--- src/rtl/change_dispenser.sv ---
// change_dispenser: pays out change one coin at a time, largest first, through a two-tube hopper.
module change_dispenser #(
  parameter int COIN_HI = 5,
  parameter int TIMEOUT_CYC = 255,
  parameter int W = 8
) (
  input  logic         clk,
  input  logic         rst,
  input  logic         enable,
  input  logic [W-1:0] vuelto,
  input  logic         hopperAck,
  input  logic         empty500,
  input  logic         empty100,
  input  logic         clearFault,
  output logic         eject500,
  output logic         eject100,
  output logic         busy,
  output logic         done,
  output logic         fault,
  output logic [W-1:0] owed
);
  typedef enum logic [2:0] {IDLE, LOAD, SELECT, WAIT_ACK, DONE, FAULT} state_t;
  state_t state, nxt;
  logic enable_q, ack_q, hi_q, start, pick_hi, pick_lo;
  logic [W-1:0] timer;
  assign start = enable & ~enable_q;
  assign pick_hi = owed >= W'(COIN_HI) && !empty500;
  assign pick_lo = owed != '0 && !empty100;
  always_comb begin
    nxt = state;
    case (state)
      IDLE:     nxt = start ? LOAD : IDLE;
      LOAD:     nxt = SELECT;
      SELECT:   nxt = owed == '0 ? DONE : (pick_hi || pick_lo) ? WAIT_ACK : FAULT;
      WAIT_ACK: nxt = ack_q ? SELECT : (!hopperAck && timer == W'(TIMEOUT_CYC)) ? FAULT : WAIT_ACK;
      DONE:     nxt = IDLE;
      FAULT:    nxt = clearFault ? IDLE : FAULT;
      default:  nxt = IDLE;
    endcase
  end
  // the ack is held for one cycle so the owed update settles before the next selection
  always_ff @(posedge clk or negedge rst) begin
    if (!rst) begin
      state <= IDLE;
      enable_q <= 1'b0;
      ack_q <= 1'b0;
      hi_q <= 1'b0;
      timer <= '0;
      owed <= '0;
      eject500 <= 1'b0;
      eject100 <= 1'b0;
      busy <= 1'b0;
      done <= 1'b0;
      fault <= 1'b0;
    end else begin
      state <= nxt;
      enable_q <= enable;
      ack_q <= state == WAIT_ACK && hopperAck && !ack_q;
      eject500 <= state == SELECT && nxt == WAIT_ACK && pick_hi;
      eject100 <= state == SELECT && nxt == WAIT_ACK && !pick_hi;
      done <= state == DONE;
      fault <= nxt == FAULT;
      busy <= nxt != IDLE && nxt != FAULT;
      timer <= (state == WAIT_ACK && !ack_q) ? timer + W'(1) : '0;
      if (state == SELECT) hi_q <= pick_hi;
      if (state == IDLE && start) owed <= vuelto;
      else if (state == WAIT_ACK && ack_q) owed <= owed - (hi_q ? W'(COIN_HI) : W'(1));
      else if (state == FAULT && clearFault) owed <= '0;
    end
  end
endmodule
--- config.mk ---
export PLATFORM = sky130hd
export DESIGN_NAME = change_dispenser
export DESIGN_NICKNAME = d
export VERILOG_FILES = /design/src/rtl/change_dispenser.sv
export SDC_FILE = /design/constraint.sdc
export NUM_CORES = 1
export LEC_CHECK = 0
export ABC_CLOCK_PERIOD_IN_PS = 2600
export BUFFER_PORTS_ARGS = -buffer_cell sky130_fd_sc_hd__buf_2
export CORE_ASPECT_RATIO = 1.2
export CORE_MARGIN = 3
export CORE_UTILIZATION = 55
export CTS_BUF_LIST = sky130_fd_sc_hd__clkbuf_8
export DETAILED_ROUTE_END_ITERATION = 6
export PLACE_DENSITY = 0.8
export SYNTH_ARGS = -nofsm -noshare
export SYNTH_HDL_FRONTEND = slang
export SYNTH_SLANG_ARGS = --single-unit
export TNS_END_PERCENT = 100
--- constraint.sdc ---
create_clock -name clk -period 2.6 [get_ports clk]
set_clock_uncertainty 0.05 [all_clocks]
set_input_delay 0.52 -clock clk [delete_from_list [all_inputs] [get_ports clk]]
set_output_delay 0.52 -clock clk [all_outputs]
set_load 0.01 [all_outputs]
Word-level counts from Yosys, hierarchy flattened
Cells that the tools add are included.
{"block": "totals", "ff_bits": 27, "inputBits": 15, "out_inout_bits": 13, "elab_cells": 61}
{"block": "classes", "n_addsub": 2, "order_cmp": 1, "n_eq_ne": 9, "mux": 12, "bitwise": 2, "n_reduce_logical": 24}
{"op": "8-bit 2-to-1 mux", "n": 4}
{"op": "3-bit 2-to-1 mux", "n": 6}
{"op": "3-bit one-hot mux with 5 select lines", "n": 1}
{"op": "1-bit logical AND", "n": 13}
{"op": "3-bit by 2-bit == test with 1-bit output (second input constant)", "n": 3}
{"op": "3-bit == test (second input constant)", "n": 3}
{"op": "8-bit by 1-bit adder with 8-bit output (second input constant)", "n": 1}
{"op": "8-bit == test (second input constant)", "n": 1}
{"op": "8-bit by 3-bit greater-or-equal comparator with 1-bit output (second input constant)", "n": 1}
{"op": "8-bit zero test", "n": 1}
{"op": "8-bit nonzero test", "n": 1}
{"op": "8-bit by 3-bit subtractor with 8-bit output", "n": 1}
{"op": "3-bit nonzero test", "n": 2}
{"op": "1-bit zero test", "n": 5}
{"op": "3-bit by 1-bit == test with 1-bit output (second input constant)", "n": 1}
{"op": "3-bit zero test", "n": 1}
{"op": "3-bit inequality test (second input constant)", "n": 1}
{"op": "1-bit AND", "n": 1}
{"op": "1-bit logical OR", "n": 1}
{"op": "1-bit 2-to-1 mux", "n": 1}
{"op": "1-bit NOT", "n": 1}

Logic depth before layout (Yosys ltp)
Gate-level depths: netlist of run 1.
{"block": "depth", "depth_word": 9, "mapped_depth": 7, "ltp_nobuf": 7}

Least setup slack after synthesis of run 1
OpenSTA, ideal clock, no wires.
{"block": "synth_timing", "path_type": "register to register", "startpoint": "register owed[0]", "endpoint": "register busy", "arrival_ns": 1.687, "t_required_ns": 2.418, "slack_ns": 0.731, "stages_incl_launch_ff": 8, "path_buffers": 0, "cell_sequence": "dfrtp_1 -> inv_1 -> ha_1 -> nor4b_4 -> a21oi_1 -> or4_4 -> nor2b_1 -> mux2i_1"}
{"block": "synth_via", "word_cells_on_any_way": 12, "cone_classes": "1 x order compare; 1 x eq/ne; 3 x mux; 7 x reduce/logical"}
{"element": "start, declared", "line_no": "20", "source": "output logic [W-1:0] owed"}
{"element": "start signal, assigned", "line_no": "66", "source": "if (state == IDLE && start) owed <= vuelto;"}
{"element": "start signal, assigned", "line_no": "67", "source": "else if (state == WAIT_ACK && ack_q) owed <= owed - (hi_q ? W'(COIN_HI) : W'(1));"}
{"element": "8-bit zero test *", "line_no": "34", "source": "SELECT: nxt = owed == '0 ? DONE : (pick_hi || pick_lo) ? WAIT_ACK : FAULT;"}
{"element": "3-bit 2-to-1 mux *", "line_no": "34"}
{"element": "3-bit one-hot mux with 5 select lines *", "line_no": "31", "source": "case (state)"}
{"element": "named net nxt[0]", "line_no": "23", "source": "state_t state, nxt;"}
{"element": "3-bit inequality test / 3-bit nonzero test (equally long branches)", "line_no": "63", "source": "busy <= nxt != IDLE && nxt != FAULT;"}
{"element": "1-bit logical AND *", "line_no": "63"}
{"element": "end signal, assigned", "line_no": "52", "source": "busy <= 1'b0;"}
{"element": "end signal, assigned", "line_no": "63"}
{"element": "end, declared", "line_no": "17", "source": "output logic busy,"}
The timed path passes the listed nets; every way through them passes the cells marked *.
A chain may end at the register's enable or synchronous reset.

Worst setup path in the final report of run 1
{"block": "layout_timing", "startpoint": "register owed[2]", "endpoint": "register owed[7]"}
{"block": "layout_via", "elab_chain_cells": 3}
{"element": "8-bit by 3-bit subtractor with 8-bit output", "line_no": "67"}
{"element": "8-bit 2-to-1 mux", "line_no": "67"}
{"element": "8-bit 2-to-1 mux", "line_no": "66"}
No other way between the ends.

==> results of run 1 <==
[routing by layer]
| layer | GRT usage | part of all wire | vias up |
|---|---|---|---|
| li1 | - | - | 540 |
| met1 | 0.242 | 0.41 | 552 |
| met2 | 0.396 | 0.54 | 27 |
| met3 | 0.0221 | 0.032 | 7 |
| met4 | 0.101 | 0.018 | 0 |
| met5 | 0 | 0 | - |
[registers in the layout (all words and copies together), names as in the netlist]
name and flops:
done 1, hi_q 1, timer 8, eject100 1, eject500 1, owed 8, fault 1, state 3
enable_q 1, busy 1, ack_q 1
[critical path, delay by kind of cell, from the launching register on]
kind                     cells  cell delay [ps]
AND/OR/NAND/NOR              1              550
flip-flops                   1              450
AO/OA/AOI/OAI                4              550
adder cells (fa/ha/maj)      1              360
[power groups by stage]
| stage | sequential [W] | clock, W | combinational, W |
|---|---|---|---|
| detailed placement | 0.000697 | 0 | 0.000700 |
| CTS | 0.000689 | 0.000236 | 0.000706 |
| floorplan | 0.000706 | 0 | 0.000464 |
| global route | 0.000710 | 0.000247 | 0.000788 |
| finish | 0.000692 | 0.000232 | 0.000701 |
| global placement | 0.000688 | 0 | 0.000672 |
[metrics by stage]
| stage | hold WS, ps | total power [W] |
|---|---|---|
| floorplan | 174 | 0.00117 |
| global placement | 398 | 0.00136 |
| detailed placement | 418 | 0.00140 |
| CTS | 214 | 0.00163 |
| global route | 234 | 0.00175 |
| finish | 194 | 0.00163 |
[layout make-up]
| type | count | area, um2 | share of cell area |
|---|---|---|---|
| timing repair buffer | 27 | 135 | 0.0856 |
| clock inverter | 1 | 3.75 | 0.00238 |
| sequential | 27 | 676 | 0.428 |
| clock buffer | 3 | 41.3 | 0.0262 |
| inverter | 6 | 22.5 | 0.0143 |
| tap | 31 | 38.8 | 0.0246 |
| multi-input combinational | 99 | 661 | 0.419 |
[path summary, 6_finish.rpt]
kind | startpoint | to | slack, ps
min in group clk | enable | enable_q | 320
min reg2reg | timer[0] | timer[0] | 430
max reg2reg | owed[2] | owed[7] | 520
max | owed[2] | owed[7] | 520
max in group asynchronous | rst | ack_q | 1920
min | rst | timer[5] | 190
[kinds of logic (layout without fill, tap and decap cells)]
group,after synthesis,after routing
fa+ha+maj,5,5
compound gates,31,31
mux,1,1
buf+inv,8,37
xor+xnor,5,5
simple gates,57,57
flops,27,27
[layout by cell type, fill, tap and decap left out, types with 2 or more instances in the layout]
cell type	netlist	final
sky130_fd_sc_hd__o21ai_0	9	9
sky130_fd_sc_hd__a21oi_1	10	10
sky130_fd_sc_hd__and2_1	3	3
sky130_fd_sc_hd__o211ai_1	2	2
sky130_fd_sc_hd__and3_1	2	2
sky130_fd_sc_hd__xnor2_1	3	3
sky130_fd_sc_hd__nand2b_1	2	2
sky130_fd_sc_hd__xor2_1	2	2
sky130_fd_sc_hd__dfrtp_1	27	27
sky130_fd_sc_hd__nor2_1	14	14
sky130_fd_sc_hd__inv_1	6	7
sky130_fd_sc_hd__a221oi_1	2	2
sky130_fd_sc_hd__nor2b_1	2	2
sky130_fd_sc_hd__buf_2	1	27
sky130_fd_sc_hd__nand2_1	9	9
sky130_fd_sc_hd__ha_1	5	5
sky130_fd_sc_hd__nor3b_1	2	2
sky130_fd_sc_hd__nand3_1	6	6
sky130_fd_sc_hd__or3_1	2	2
sky130_fd_sc_hd__nor4_1	3	3
sky130_fd_sc_hd__clkbuf_8	0	3
==> implementation parameters, run 1 <==
Parameter                              Value

Yosys
  Combinational family with the most area after synthesis ... simple AND/OR/NAND/NOR gates
  Count of synthesis-stage warnings from yosys ... 0
  Most used standard cell by instance count after synthesis ... sky130_fd_sc_hd__dfrtp_1
  Most used flip-flop cell after synthesis ... sky130_fd_sc_hd__dfrtp_1
  Number of synthesized flops with an enable pin ... 0
  Fraction of registers with async set/reset ... 1.00
  Multiplexer share of the synthesized area ... 0.00726
  Syn avg cell area ... 10.3 um2
  Post-synthesis register bit count ... 27
  Post-Synth Adder-Cell Area ... 0.0454
  Parity-gate share of the synthesized area counting xor and xnor cells ... 0.0318
  Largest area contributor in the netlist ... sky130_fd_sc_hd__dfrtp_1
  Cells taking the most area after synthesis ... sky130_fd_sc_hd__dfrtp_1 49%, sky130_fd_sc_hd__ha_1 4.5%, sky130_fd_sc_hd__nor2_1 3.8%
  Sequential fraction of the synthesis area ... 0.490
  Synthesized net count ... 154
  Simple logic cell fraction of the synthesized area ... 0.253
  Synth cell types ... 42
  Commonest cells in the netlist ... 27 x sky130_fd_sc_hd__dfrtp_1, 14 x sky130_fd_sc_hd__nor2_1, 10 x sky130_fd_sc_hd__a21oi_1, 9 x sky130_fd_sc_hd__nand2_1, 9 x sky130_fd_sc_hd__o21ai_0
  Post-Synthesis Cells ... 134
  Compound-gate portion of the synthesized area ... 0.142
  Mapped Area ... 1380 um2
  Yosys top cell area share ... 0.490

Global routing
  Wire length of the first global-routing pass ... 4.95 mm
  Maximum number of pins on one net before global-route repair ... 28
  Final global-route overflow total ... 0
  Overall Global Routing Usage ... 0.212
  Initial antenna violation count ... 0
  Vias in the first global route ... 1,134

Power and ir drop
  Internal cell power ... 0.000954 W
  Total power divided by cell area ... 1030 nW/um2
  Clock network fraction of design power ... 0.143
  Switching Power ... 0.000672 W
  Leakage ... 0.750 nW
  Relative contribution of combinational cells to total power ... 0.431
  Seq pwr share ... 0.426
  Switching share of total power ... 0.413
  Max rail drop VDD ... 0.700 mV

Clock tree
  CTS resizes ... 0
  Clock net sink count ... 27
  Clock root buffer master ... sky130_fd_sc_hd__clkbuf_8
  Clock transition at path regs ... 90 ps
  Cts bufs inserted ... 3
  Clock tree from TritonCTS ... built
  Deepest level of the CTS H-tree ... 1
  Hold buffer count at cts ... 0
  CTS Buffer Depth ... 2
  Post-CTS Repair Setup Buffers ... 0
  Clk_lat worst skew ... 270 ps

Route
  Average via count per standard cell ... 5.80
  DRC Markers ... 0
  Routed length per placed instance ... 15.3 um
  Starting DRC count in detailed routing ... 20
  Via Count ... 1,126
  Wire length after detailed routing ... 2.98 mm
  First drt pass iteration count ... 5
  Number of nets with antenna violations after routing ... 0

STA
  Final cycle utilization of the critical path ... 0.799
  Final setup fails ... 0
  Fmax ... 481 MHz
  Tightest slew margin relative to the limit ... 0.521
  Hold Violations, Final ... 0
  Shortest period the worst path allows ... 2080 ps
  Setup ws final ... 523 ps
  Least-Margin Pin Slew ... 712 ps
  Final-report max-slew violation count ... 0
  RSZ-0062 raised after global routing ... no
  Accumulated negative setup slack ... 0 ps

Setup path
  Path depth of the worst reg2reg path ... 6
  Startpoint-to-endpoint class of the critical path ... reg2reg
  Highest-delay cell along the critical path ... sky130_fd_sc_hd__nor4_1
  Capturing element type of the critical path ... flip-flop
  Data required time of the critical path ... 2700 ps
  Arrival time at the worst endpoint ... 2180 ps
  Startpoint types ... flip-flop
  Stage delay of the slowest cell on the critical path ... 550 ps
  Crit-path cells ... ha_1 -> o21a_1 -> nor4_1 -> a21oi_1 -> o21ai_0 -> o211ai_1
  Worst-path maximum fanout ... 5

Run
  MaxCap Viol Count ... 0

Placed design
  # placed instances ... 190
  RD Place Congestion ... 0.863
  Post-placement cell area ... 1530 um2
  Port Buf Inserts ... 27
  Final HPWL from detailed placement ... 2.24 mm
  Worst setup slack after placement ... 537 ps

Final layout
  Antenna diode instance count ... 0
  Final Util ... 0.677
  Non-filler instance count after layout ... 194
  Count of nets after finishing ... 184
  Final standard cell area without fillers ... 1580 um2
  Number of inserted filler cells in the final layout ... 208
  Share of final-layout standard cells stronger than drive strength 1 ... 0.233
  Post-synthesis to final-layout area growth ... 14.4%

Die
  Die Footprint ... 3150 um2
  Count of standard-cell rows ... 19
  Floorplan Core Area ... 2330 um2
  Horizontal extent of the die ... 51.7 um
  I/O pin count ... 28
  Initial core utilization ... 0.592
  Die span in y ... 60.8 um

Worst hold path
  Worst min-delay path class ... in2async

Run status
  Status ... finished clean
No activity file was read; power rests on OpenSTA's default activity.
==> run 2, diff against run 1 <==
Settings changed: ABC_AREA set to 1, ABC_CLOCK_PERIOD_IN_PS 2600 to 2100, PLACE_DENSITY 0.8 to 0.79.
Clock period 2.6 ns to 2.1 ns, I/O delays scaled along.
==> implementation parameters, run 2 <==
Parameter                              Value

Route
  Number of nets with antenna violations after routing ... 0 (unchanged)
  Starting DRC count in detailed routing ... 33 (was 20)
  First drt pass iteration count ... 4 (was 5)
  Wire length after detailed routing ... 3.16 mm (was 2.98 mm)
  Via Count ... 1,289 (was 1,126)
  Routed length per placed instance ... 12.9 um (was 15.3 um)
  Average via count per standard cell ... 5.28 (was 5.80)
  DRC Markers ... 0 (unchanged)

Global routing
  Maximum number of pins on one net before global-route repair ... 28 (unchanged)
  Global-route met3 utilization ... 0.0358 (was 0.0221)
  Most used routing layer in global routing ... met2 (unchanged)
  Met2 global-route usage ... 0.397 (was 0.396)
  Vias in the first global route ... 1,369 (was 1,134)
  Wire length of the first global-routing pass ... 5.87 mm (was 4.95 mm)
  Final global-route overflow total ... 0 (unchanged)
  Grt met1 use ... 0.276 (was 0.242)
  Initial antenna violation count ... 0 (unchanged)
  Overall Global Routing Usage ... 0.231 (was 0.212)

Clock tree
  Clk_lat worst skew ... 280 ps (was 270 ps)
  Deepest level of the CTS H-tree ... 1 (unchanged)
  Cts bufs inserted ... 3 (unchanged)
  CTS resizes ... 0 (unchanged)
  Post-CTS Repair Setup Buffers ... 0 (unchanged)
  Clock tree from TritonCTS ... built (unchanged)
  CTS Buffer Depth ... 2 (unchanged)
  Hold buffer count at cts ... 0 (unchanged)
  Clock root buffer master ... sky130_fd_sc_hd__clkbuf_8 (unchanged)
  Clock transition at path regs ... 90 ps (about the same)
  Clock net sink count ... 27 (unchanged)

STA
  Accumulated negative setup slack ... 0 ps (unchanged)
  Final-report max-slew violation count ... 0 (unchanged)
  Shortest period the worst path allows ... 1630 ps (was 2080 ps)
  Final cycle utilization of the critical path ... 0.776 (was 0.799)
  Final setup fails ... 0 (unchanged)
  Hold WS ... 90.2 ps (was 194 ps)
  Least-Margin Pin Slew ... 607 ps (was 712 ps)
  RSZ-0062 raised after global routing ... no (unchanged)
  Tightest slew margin relative to the limit ... 0.595 (was 0.521)
  Fmax ... 614 MHz (was 481 MHz)
  Hold Violations, Final ... 0 (unchanged)

Yosys
  Syn avg cell area ... 8.22 um2 (was 10.3 um2)
  Mapped Area ... 1490 um2 (was 1380 um2)
  Count of synthesis-stage warnings from yosys ... 0 (unchanged)
  Post-Synthesis Cells ... 181 (was 134)
  Most used flip-flop cell after synthesis ... sky130_fd_sc_hd__dfrtp_1 (unchanged)
  Yosys top cell area share ... 0.454 (was 0.490)
  Most used standard cell by instance count after synthesis ... sky130_fd_sc_hd__nand2_1 (was sky130_fd_sc_hd__dfrtp_1)
  Synth cell types ... 30 (was 42)
  Sequential fraction of the synthesis area ... 0.454 (was 0.490)
  Cells taking the most area after synthesis ... sky130_fd_sc_hd__dfrtp_1 45%, sky130_fd_sc_hd__nand2_1 8.8%, sky130_fd_sc_hd__inv_1 7.1% (was sky130_fd_sc_hd__dfrtp_1 49%, sky130_fd_sc_hd__ha_1 4.5%, sky130_fd_sc_hd__nor2_1 3.8%)
  Post-synthesis register bit count ... 27 (unchanged)
  Largest area contributor in the netlist ... sky130_fd_sc_hd__dfrtp_1 (unchanged)
  Synthesized net count ... 201 (was 154)
  Commonest cells in the netlist ... 35 x sky130_fd_sc_hd__nand2_1, 28 x sky130_fd_sc_hd__inv_1, 27 x sky130_fd_sc_hd__dfrtp_1, 19 x sky130_fd_sc_hd__nor2_1, 16 x sky130_fd_sc_hd__nand3_1 (was 27 x sky130_fd_sc_hd__dfrtp_1, 14 x sky130_fd_sc_hd__nor2_1, 10 x sky130_fd_sc_hd__a21oi_1, 9 x sky130_fd_sc_hd__nand2_1, 9 x sky130_fd_sc_hd__o21ai_0)
  Number of synthesized flops with an enable pin ... 0 (unchanged)
  Fraction of registers with async set/reset ... 1.00 (unchanged)

Power and ir drop
  Leakage ... 0.923 nW (was 0.750 nW)
  Total power divided by cell area ... 1270 nW/um2 (was 1030 nW/um2)
  Max rail drop VDD ... 0.801 mV (was 0.700 mV)
  Internal cell power ... 0.00117 W (was 0.000954 W)
  Relative contribution of combinational cells to total power ... 0.473 (was 0.431)
  Switching Power ... 0.000994 W (was 0.000672 W)
  Seq pwr share ... 0.389 (was 0.426)
  Total Power Consumption ... 0.00217 W (was 0.00163 W)
  Clock network fraction of design power ... 0.138 (was 0.143)
  Switching share of total power ... 0.458 (was 0.413)

Final layout
  Biggest regs ... owed x8, timer x8, state x3 (unchanged)
  Share of final-layout standard cells stronger than drive strength 1 ... 0.218 (was 0.233)
  Non-filler instance count after layout ... 244 (was 194)
  Final standard cell area without fillers ... 1710 um2 (was 1580 um2)
  Count of nets after finishing ... 232 (was 184)
  Most common cell after layout, fill and taps aside ... sky130_fd_sc_hd__nand2_1
  Post-synthesis to final-layout area growth ... 14.6% (was 14.4%)
  Antenna diode instance count ... 0 (unchanged)
  Most used cells in the layout excluding fill and tap cells ... 35 x sky130_fd_sc_hd__nand2_1, 28 x sky130_fd_sc_hd__inv_1, 27 x sky130_fd_sc_hd__dfrtp_1, 27 x sky130_fd_sc_hd__buf_2, 19 x sky130_fd_sc_hd__nor2_1 (was 27 x sky130_fd_sc_hd__dfrtp_1, 27 x sky130_fd_sc_hd__buf_2, 14 x sky130_fd_sc_hd__nor2_1)

Setup path
  Highest-delay cell along the critical path ... sky130_fd_sc_hd__dfrtp_1 (was sky130_fd_sc_hd__nor4_1)
  Arrival time at the worst endpoint ... 1760 ps (was 2180 ps)
  Capture point of the worst reg-to-reg path ... busy (was owed[7])
  Capturing element type of the critical path ... flip-flop (unchanged)
  Stage delay of the slowest cell on the critical path ... 430 ps (was 550 ps)
  Startpoint-to-endpoint class of the critical path ... reg2reg (unchanged)
  Setup slack on the worst flop-to-flop path ... 470 ps (was 520 ps)
  Path depth of the worst reg2reg path ... 9 (was 6)
  Startpoint types ... flip-flop (unchanged)
  Crit-path cells ... inv_1 -> ha_1 -> nand3_1 -> o21ai_0 -> inv_1 -> nor2_1 -> nand3_1 -> nand2_1 -> nand2_1 (was ha_1 -> o21a_1 -> nor4_1 -> a21oi_1 -> o21ai_0 -> o211ai_1)
  Data required time of the critical path ... 2230 ps (was 2700 ps)
  Reg2Reg Launch Point ... owed[0] (was owed[2])
  Worst-path maximum fanout ... 5 (unchanged)

Die
  Floorplan Core Area ... 2550 um2 (was 2330 um2)
  Count of standard-cell rows ... 20 (was 19)
  Horizontal extent of the die ... 53.5 um (was 51.7 um)
  Die Footprint ... 3370 um2 (was 3150 um2)
  Die span in y ... 63.0 um (was 60.8 um)
  I/O pin count ... 28 (unchanged)
  Initial core utilization ... 0.583 (was 0.592)

Placed design
  Final HPWL from detailed placement ... 2.45 mm (was 2.24 mm)
  # placed instances ... 240 (was 190)
  Post-placement cell area ... 1660 um2 (was 1530 um2)
  RD Place Congestion ... 0.865 (was 0.863)
  Port Buf Inserts ... 27 (unchanged)

Worst hold path
  Worst min-delay path class ... in2async (unchanged)

Run status
  Status ... finished clean (unchanged)

Run
  MaxCap Viol Count ... 0 (unchanged)
==> run 2: how the worst max path moves through the flow <==
stage	cells past startpoint	endpoint	slack, ps	startpoint
2_1_floorplan	9	busy	600	owed[0]
3_3_place_gp	9	busy	570	owed[0]
3_5_place_dp	9	busy	500	owed[0]
4_1_cts	9	busy	480	owed[0]
5_1_grt	9	busy	260	owed[0]
6_report	9	busy	470	owed[0]
==> run 2: cell families (layout without fill, tap and decap cells) <==
kind of cell	after synthesis	in the layout	synth area share
buffers and inverters	32	62	0.0833
AO/OA/AOI/OAI	26	26	0.103
adder cells (fa/ha/maj)	5	5	0.0421
flip-flops	27	27	0.454
AND/OR/NAND/NOR	91	91	0.317
==> run 2: area by class of cell <==
class,instances,area (um2)
clock buffer,3,41.3
clock inverter,1,5.00
fill,238,847
inverter,31,119
multi-input combinational,122,688
sequential,27,676
tap,33,41.3
timing repair buffer,27,135
==> run 2: per-stage QoR <==
step	setup slack, ps	util
5_1_grt	257	0.668
6_report	470	0.668
4_1_cts	475	0.668
3_3_place_gp	568	0.650
3_5_place_dp	504	0.650
2_1_floorplan	602	-
==> run 2: power by group through the flow <==
stage | combinational [W] | clock (W) | sequential [W]
after detailed placement | 0.00103 | 0 | 0.000854
after floorplan | 0.000727 | 0 | 0.000842
after CTS | 0.00103 | 0.000309 | 0.000843
after global routing | 0.00119 | 0.000330 | 0.000876
final | 0.00103 | 0.000299 | 0.000843
after global placement | 0.000982 | 0 | 0.000836
==> run 2: per-layer routing <==
layer	up-vias	wire length (um)
met5	-	0
met2	37	1680
met4	0	56
met1	598	1280
li1	649	-
met3	5	143
==> run 2: worst max-delay path, delay by kind of cell, from the launching register on <==
family	cells	cell delay (ps)
flops	1	430
compound gates	1	300
fa+ha+maj	1	140
simple gates	5	390
buf+inv	2	210
